**config.mk**
```make
export PLATFORM = sky130hd
export DESIGN_NAME = score_display_scheduler
export DESIGN_NICKNAME = d
export VERILOG_FILES = /design/src/rtl/score_display_scheduler_pkg.sv /design/src/rtl/score_display_scheduler.sv
export SDC_FILE = /design/constraint.sdc
export NUM_CORES = 1
export LEC_CHECK = 0
export CORE_MARGIN = 4
export CORE_UTILIZATION = 50
export DETAILED_ROUTE_END_ITERATION = 16
export PLACE_DENSITY = 0.73
export SLEW_MARGIN = 20
export SYNTH_ARGS = -nofsm -noshare
export SYNTH_HDL_FRONTEND = slang
export SYNTH_SLANG_ARGS = --single-unit
```
**constraint.sdc**
```tcl
create_clock -name clk_i -period 2.6 [get_ports clk_i]
set_clock_uncertainty 0.15 [all_clocks]
set_input_delay 0.52 -clock clk_i [delete_from_list [all_inputs] [get_ports clk_i]]
set_output_delay 0.52 -clock clk_i [all_outputs]
set_load 0.005 [all_outputs]
```
**src/rtl/score_display_scheduler_pkg.sv**
```systemverilog
// Shared encodings for the score display scan: slot order, FSM states, score limit.
// No logic of its own beyond the score clamp helper.
// No flow control; constants and a pure function only.
package score_display_scheduler_pkg;

  // Scan slot order, left to right on the display
  localparam logic [1:0] SLOT_A_TENS = 2'd0;
  localparam logic [1:0] SLOT_A_ONES = 2'd1;
  localparam logic [1:0] SLOT_B_TENS = 2'd2;
  localparam logic [1:0] SLOT_B_ONES = 2'd3;

  localparam logic [6:0] SCORE_MAX = 7'd99;

  typedef enum logic [1:0] {
    ST_IDLE = 2'd0,
    ST_CONV = 2'd1,
    ST_SHOW = 2'd2
  } state_e;

  // Two decimal digits cannot show more than 99
  function automatic logic [6:0] clamp_score(input logic [6:0] s);
    return (s > SCORE_MAX) ? SCORE_MAX : s;
  endfunction

endpackage

```
**src/rtl/score_display_scheduler.sv**
```systemverilog
// Scans two clamped scores over a 4-digit display through one external converter.
// Latency: 1-cycle dark convert gap then REFRESH_DIV cycles lit per slot; ack 1 cycle after apply.
// No backpressure: updates are absorbed in pending regs and applied only at a frame boundary.
module score_display_scheduler
  import score_display_scheduler_pkg::*;
#(
  parameter int unsigned REFRESH_DIV        = 1000,
  parameter bit          BLANK_LEADING_ZERO = 1'b1
) (
  input  logic       clk_i,
  input  logic       rst_ni,
  input  logic       enable_i,
  input  logic [6:0] score_a_i,
  input  logic [6:0] score_b_i,
  input  logic       update_i,
  output logic       update_ack_o,
  output logic [6:0] bin_o,
  input  logic [3:0] tens_i,
  input  logic [3:0] ones_i,
  output logic [3:0] digit_o,
  output logic [3:0] digit_sel_o,
  output logic       blank_o
);

  localparam int unsigned CW = $clog2(REFRESH_DIV + 1);

  state_e          state_q, state_d;
  logic [1:0]      slot_q, slot_d;
  logic [CW-1:0]   cnt_q, cnt_d;
  logic [6:0]      live_a_q, live_a_d, live_b_q, live_b_d;
  logic [6:0]      pend_a_q, pend_a_d, pend_b_q, pend_b_d;
  logic            pend_q, pend_d;
  logic [6:0]      bin_q, bin_d;
  logic [3:0]      digit_q, digit_d;
  logic [3:0]      sel_q, sel_d;
  logic            blank_q, blank_d;
  logic            ack_q, ack_d;
  logic            boundary;
  logic            apply;
  logic            tens_slot;

  // Next-state: score latching (tear-free) and the scan sequence
  always_comb begin
    state_d  = state_q;
    slot_d   = slot_q;
    cnt_d    = cnt_q;
    live_a_d = live_a_q;
    live_b_d = live_b_q;
    pend_a_d = pend_a_q;
    pend_b_d = pend_b_q;
    pend_d   = pend_q;
    bin_d    = bin_q;
    digit_d  = digit_q;
    sel_d    = sel_q;
    blank_d  = blank_q;
    ack_d    = 1'b0;

    tens_slot = (slot_q == SLOT_A_TENS) || (slot_q == SLOT_B_TENS);
    boundary  = (state_q == ST_SHOW) && (slot_q == SLOT_B_ONES) && (cnt_q == '0);
    // Live scores may only change where no frame is half drawn
    apply     = (state_q == ST_IDLE) || !enable_i || boundary;

    if (apply) begin
      pend_d = 1'b0;
      if (update_i) begin
        live_a_d = clamp_score(score_a_i);
        live_b_d = clamp_score(score_b_i);
        ack_d    = 1'b1;
      end else if (pend_q) begin
        live_a_d = pend_a_q;
        live_b_d = pend_b_q;
        ack_d    = 1'b1;
      end
    end else if (update_i) begin
      pend_a_d = clamp_score(score_a_i);
      pend_b_d = clamp_score(score_b_i);
      pend_d   = 1'b1;
    end

    if (!enable_i) begin
      state_d = ST_IDLE;
      slot_d  = SLOT_A_TENS;
      cnt_d   = '0;
      bin_d   = 7'd0;
      sel_d   = 4'b0000;
      blank_d = 1'b1;
    end else begin
      case (state_q)
        ST_IDLE: begin
          state_d = ST_CONV;
          slot_d  = SLOT_A_TENS;
          bin_d   = live_a_d;
          sel_d   = 4'b0000;
          blank_d = 1'b1;
        end
        ST_CONV: begin
          digit_d = tens_slot ? tens_i : ones_i;
          state_d = ST_SHOW;
          cnt_d   = CW'(REFRESH_DIV - 1);
          if (BLANK_LEADING_ZERO && tens_slot && (digit_d == 4'd0)) begin
            sel_d   = 4'b0000;
            blank_d = 1'b1;
          end else begin
            sel_d   = 4'b0001 << slot_q;
            blank_d = 1'b0;
          end
        end
        ST_SHOW: begin
          if (cnt_q == '0) begin
            slot_d  = slot_q + 2'd1;
            state_d = ST_CONV;
            sel_d   = 4'b0000;
            blank_d = 1'b1;
            bin_d   = ((slot_d == SLOT_A_TENS) || (slot_d == SLOT_A_ONES)) ? live_a_d : live_b_d;
          end else begin
            cnt_d = cnt_q - CW'(1);
          end
        end
        default: begin
          state_d = ST_IDLE;
          slot_d  = SLOT_A_TENS;
          cnt_d   = '0;
          bin_d   = 7'd0;
          sel_d   = 4'b0000;
          blank_d = 1'b1;
        end
      endcase
    end
  end

  // State and registered outputs, cleared asynchronously
  always_ff @(posedge clk_i or negedge rst_ni) begin
    if (!rst_ni) begin
      state_q  <= ST_IDLE;
      slot_q   <= SLOT_A_TENS;
      cnt_q    <= '0;
      live_a_q <= 7'd0;
      live_b_q <= 7'd0;
      pend_a_q <= 7'd0;
      pend_b_q <= 7'd0;
      pend_q   <= 1'b0;
      bin_q    <= 7'd0;
      digit_q  <= 4'd0;
      sel_q    <= 4'b0000;
      blank_q  <= 1'b1;
      ack_q    <= 1'b0;
    end else begin
      state_q  <= state_d;
      slot_q   <= slot_d;
      cnt_q    <= cnt_d;
      live_a_q <= live_a_d;
      live_b_q <= live_b_d;
      pend_a_q <= pend_a_d;
      pend_b_q <= pend_b_d;
      pend_q   <= pend_d;
      bin_q    <= bin_d;
      digit_q  <= digit_d;
      sel_q    <= sel_d;
      blank_q  <= blank_d;
      ack_q    <= ack_d;
    end
  end

  assign update_ack_o = ack_q;
  assign bin_o        = bin_q;
  assign digit_o      = digit_q;
  assign digit_sel_o  = sel_q;
  assign blank_o      = blank_q;

endmodule

```
# After elaboration in Yosys (flattened, before gate mapping)

Index checks and enable logic that the tools add are counted.

Memories: 0
Input bits: 26
Bits in registers: 60
Word-level logic and storage cells: 81
Output and inout port bits: 17
Bits in latches: 0
Memory bits (read-only): 0
RAM bits: 0

Shifts and indexed selects: 1
$mul: 0
Mux-type cells: 35
Bitwise logic cells: 1
Equality and inequality tests: 9
Reduce and logical (&&, ||, !) cells: 18
Order comparisons: 2
Div/mod/pow operators: 0
Add/sub/neg operators: 2

Operator list:

| operator                                                                | number |
|---|---|
| 7-bit 2-to-1 mux                                                        | 11 |
| 10-bit case mux with 3 select lines                                     | 1 |
| 7-bit case mux with 3 select lines                                      | 1 |
| 10-bit 2-to-1 mux                                                       | 2 |
| 4-bit 2-to-1 mux                                                        | 4 |
| 7-bit > comparator, second input constant                               | 2 |
| 10-bit logical NOT                                                      | 1 |
| 10-bit by 1-bit subtractor with 10-bit output, second input constant    | 1 |
| 1-bit 2-to-1 mux                                                        | 8 |
| 2-bit 2-to-1 mux                                                        | 4 |
| 4-bit case mux with 2 select lines                                      | 1 |
| 2-bit AND reduction                                                     | 4 |
| 2-bit == test, second input constant                                    | 3 |
| 2-bit logical NOT                                                       | 3 |
| 2-bit case mux with 3 select lines                                      | 1 |
| 2-bit by 1-bit == test with 1-bit output, second input constant         | 2 |
| 4-bit logical NOT                                                       | 1 |
| 1-bit logical OR                                                        | 4 |
| 2-bit inequality test, second input constant                            | 2 |
| 2-bit case mux with 2 select lines                                      | 1 |
| 1-bit by 2-bit << shifter with 4-bit output, first input constant       | 1 |
| 1-bit logical AND                                                       | 3 |
| 3-bit by 2-bit inequality test with 1-bit output, second input constant | 1 |
| 3-bit inequality test, second input constant                            | 1 |
| 5 further kinds                                                         | 5 |

# Logic depth before layout (Yosys ltp)

Word-level depth: 9
Depth in mapped cells: 9
Depth with buffers taken out: 7

# Worst setup path after synthesis

Ideal clock, no wire load.

Path type: reg2reg
From: register cnt_q[0]
To: register bin_q[5] (netlist: bin_o[5])
Setup time: 126 ps
Required time: 2324 ps
Cell stages (with the launch flop): 9
Data arrival time: 1959 ps
Path slack: 365 ps
Path buffers: 1
Period minus slack after synthesis: 2235 ps
Path through: dfrtp_1 inv_1 ha_1 nor3b_2 and4_1 buf_4 nor2_2 a221o_1 a221o_1

Longest elaborated chain between the ends: 8
Elaborated cells on any way between the ends: 11
Classes of those cells: 1 x eq/ne; 6 x mux; 4 x reduce/logical

Ends and longest elaborated chain:

| element                            | line                           | RTL |
|---|---|---|
| start: declaration                 | score_display_scheduler.sv:29  | `logic [CW-1:0] cnt_q, cnt_d;` |
| start signal: assignment           | score_display_scheduler.sv:150 | `cnt_q <= cnt_d;` |
| 10-bit logical NOT                 | score_display_scheduler.sv:59  | `boundary = (state_q == ST_SHOW) && (slot_q == SLOT_B_ONES) && (cnt_q == '0);` |
| 1-bit logical AND                  | score_display_scheduler.sv:59  |  |
| 1-bit logical OR                   | score_display_scheduler.sv:61  | `apply = (state_q == ST_IDLE) \|\| !enable_i \|\| boundary;` |
| 7-bit 2-to-1 mux                   | score_display_scheduler.sv:63  | `if (apply) begin` |
| via live_b_d[5]                    | score_display_scheduler.sv:30  | `logic [6:0] live_a_q, live_a_d, live_b_q, live_b_d;` |
| 7-bit 2-to-1 mux                   | score_display_scheduler.sv:114 | `bin_d = ((slot_d == SLOT_A_TENS) \|\| (slot_d == SLOT_A_ONES)) ? live_a_d : live_b_d;` |
| 7-bit 2-to-1 mux                   | score_display_scheduler.sv:109 | `if (cnt_q == '0) begin` |
| 7-bit case mux with 3 select lines | score_display_scheduler.sv:88  | `case (state_q)` |
| 7-bit 2-to-1 mux                   | score_display_scheduler.sv:80  | `if (!enable_i) begin` |
| end signal: assignment             | score_display_scheduler.sv:156 | `bin_q <= bin_d;` |
| end: declaration                   | score_display_scheduler.sv:33  | `logic [6:0] bin_q, bin_d;` |

The timed path passes the listed nets, and every way through them passes these cells. The select of a mux whose other input is x is not followed.
A chain may end at the register's enable or synchronous reset.

# Final worst setup path

From: register cnt_q[0]
To: register bin_q[2] (netlist: bin_o[2])

Longest elaborated chain between the ends: 8
Elaborated cells on any way between the ends: 11
Classes of those cells: 1 x eq/ne; 6 x mux; 4 x reduce/logical

Ends and longest elaborated chain:

| element                            | line |
|---|---|
| 10-bit logical NOT *               | score_display_scheduler.sv:59, score_display_scheduler.sv:109 |
| 1-bit logical AND                  | score_display_scheduler.sv:59 |
| 1-bit logical OR                   | score_display_scheduler.sv:61 |
| 7-bit 2-to-1 mux                   | score_display_scheduler.sv:63 |
| 7-bit 2-to-1 mux                   | score_display_scheduler.sv:114 |
| 7-bit 2-to-1 mux                   | score_display_scheduler.sv:109 |
| 7-bit case mux with 3 select lines | score_display_scheduler.sv:88 |
| 7-bit 2-to-1 mux                   | score_display_scheduler.sv:80 |

Every way passes the cells marked *; elsewhere a longest branch is shown, timed or not. The select of a mux whose other input is x is not followed.

==> results_dict.tcl <==
set metrics [dict create \
    status "complete, no violations" \
    grt.overflow.total 0 \
    initial_core_util 0.5176 \
    insertion_delay_ps 350 \
    dr.pass1.iters 4 \
    max_clock_freq_mhz 411.7 \
    final_cells 505 \
    cts_sinks 60 \
    syn_area_um2 3287 \
    synth_xor_area_frac 0.01599 \
    worstMarginPinSlew_ps 745.7 \
    highest_layer "met4" \
    layout_commonest_cell "dfrtp_1" \
    drtAntennaViolNets 0 \
    hold_viol 0 \
    dp_hpwl_um 5811 \
    ir_drop_v 0.0003702 \
    post_drt_wl_per_cell_um 15.91 \
    slowest_stage "a221oi_1" \
    synth_top_family_by_area "simple AND/OR/NAND/NOR gates" \
    coreArea_um2 6350 \
    vias_per_cell 5.752 \
    cpPeakStageDelay_ps 430 \
    initialDrtViolationCount 160 \
    synth_fa_ha_area_frac 0.03807 \
    synth_top_area_cell "dfrtp_1" \
    dr_wl_met2_um 3738 \
    cts.htree.levels 3 \
    syn_inst 366 \
    synth_warnings 0 \
    dr_wl_met3_um 405 \
    whs_ps 182.3 \
    arrival_ps 2480 \
    n_antenna_cell 0 \
    ys_top_cells_by_area "dfrtp_1 (45%), o21ai_0 (5.5%), nand2_1 (5.4%)" \
    layout_setup_ws_ps 171.3 \
    clk_pin_slew_worst_paths_ps 70 \
    crit_type "reg2reg" \
    end_kind "register" \
    p_leak_nw 1.799 \
    drv_cap 0 \
    yosys_register_bits 60 \
    dp.cells 489 \
    crit_family "compound AO/OA/AOI/OAI gates" \
    synth_ff_type "dfrtp_1" \
    fin_area_um2 4088 \
    setup_viol 0 \
    num_rows 29 \
    track_usage 0.2227 \
    chipHeight_um 89.08 \
    area_growth_syn_to_layout_pct 24.36 \
    p_per_area_nw_per_um2 709.9 \
    cts_root_buffer "clkbuf_8" \
    grt_max_degree 61 \
    multi_input_area_um2 1624 \
    final_cell_mix "dfrtp_1 (59), nand2_1 (47), clkdlybuf4s50_1 (41)" \
    synth_top_area_share 0.4492 \
    reg2reg_slack_ps 170 \
    min_period_over_period 0.9341 \
    start_kind "register" \
    grt_pass1_vias 2880 \
    async_flop_share 1.000 \
    muxShareOfSynthArea 0.03807 \
    num_vias 2905 \
    antenna_found_initial 0 \
    cts_buffers 9 \
    regArea_um2 1503 \
    cp_max_fo 8 \
    final.min_clock_period_ps 2429 \
    tns_ps 0 \
    wl_met1_um 3715 \
    slew_viol_final 0 \
    clockBufferDepth 2 \
    pin_count 43 \
    worst-path-buf-inv 1 \
    die-area_um2 7935 \
    rsz0062_at_grt "false" \
    final_layout_size_suffix_gt1_frac 0.1238 \
    synth_nets 402 \
    crit_chain "inv_1 -> ha_1 -> nor3b_2 -> and4_1 -> o22ai_1 -> a221oi_1 -> o211ai_1" \
    dp_slack_ps 92.66 \
    slew_headroom 0.5029 \
    dieWidth_um 89.08 \
    layout.nets 459 \
    yosysUniqueCellTypes 50 \
    grt_pass1_wl_um 13590 \
    fill_cells 528 \
    synth_compound_area_frac 0.1995 \
    synth.yosys.seq_area_share 0.4572 \
    wirelength_um 8035 \
    cts_tree "built" \
    place_area_um2 3905 \
    synth_edf_count 0 \
    yosys.area_share.simple 0.2021 \
    port-buffer-count 42 \
    cp.required_ps 2660 \
    hold_path.class "in2async" \
    gp_congestion 0.8764 \
    synth_area_per_cell_um2 8.981 \
    drc 0 \
]
## routing by layer
metal,up-vias,global-route usage
li1,1411,-
met2,86,0.3409
met3,16,0.04240
met5,-,0
met4,0,0.1083
met1,1392,0.3035
## cell families after synthesis
family | count (synthesis)
xor+xnor | 6
buf+inv | 40
simple gates | 134
flops | 60
compound gates | 104
mux | 12
fa+ha+maj | 10
## worst paths after layout
path,startpoint,to,cells past startpoint
worst max-delay path,cnt_q[0],bin_o[2],7
worst max register to register,cnt_q[0],bin_o[2],7
worst min register to register,blank_o,blank_o,2
worst min-delay path,rst_ni,bin_o[6],2
max in group asynchronous,rst_ni,cnt_q[5],2
min in group clk_i,blank_o,blank_o,2
## metrics by stage
stage	total power [mW]	util
2_1_floorplan	1.766	-
3_3_place_gp	2.108	0.6150
3_5_place_dp	2.139	0.6150
4_1_cts	2.924	0.6435
5_1_grt	3.089	0.6437
6_report	2.902	0.6437
## Yosys cell counts, drive strengths merged (4+ instances only)
cell and instances:
dfrtp 59, nand2 47, o21ai 36, a21oi 28, nor2 28, inv 20
nand3 14, clkbuf 12, ha 10, nor3 10, buf 8, mux2i 8
nand2b 8, and2 7, a31oi 6, a221o 5, and3 5, xnor2 5
a221oi 4, mux2 4, nand4 4, o22ai 4
## where the power goes
group,internal [mW],leakage [nW],switching (mW)
Combinational,0.434,0.947,0.420
Clock,0.424,0.0937,0.351
Sequential,1.13,0.759,0.141
Total,1.99,1.80,0.913
## flip-flops by register name, summed over array words and instances (netlist names), 4 cells and up
| signal | count |
|---|---|
| live_b_q | 7 |
| digit_o | 4 |
| cnt_q | 10 |
| pend_a_q | 7 |
| digit_sel_o | 4 |
| pend_b_q | 7 |
| live_a_q | 7 |
| bin_o | 7 |
## repair_timing
action                                  4_1_cts  5_1_grt
gates resized for setup                       0        1
buffers inserted                              0        0
hold buffers                                  0        0
endpoints found under the setup margin        0        3
## layout make-up
class	instances	area share
flip-flops and latches	60	0.3676
inverters	20	0.01837
well taps	77	0.02357
clock buffers	15	0.04316
repair buffers	66	0.1488
clock inverters	1	0.001224
multi-input cells	266	0.3973
Note: power is estimated with default switching activity, not from simulation.
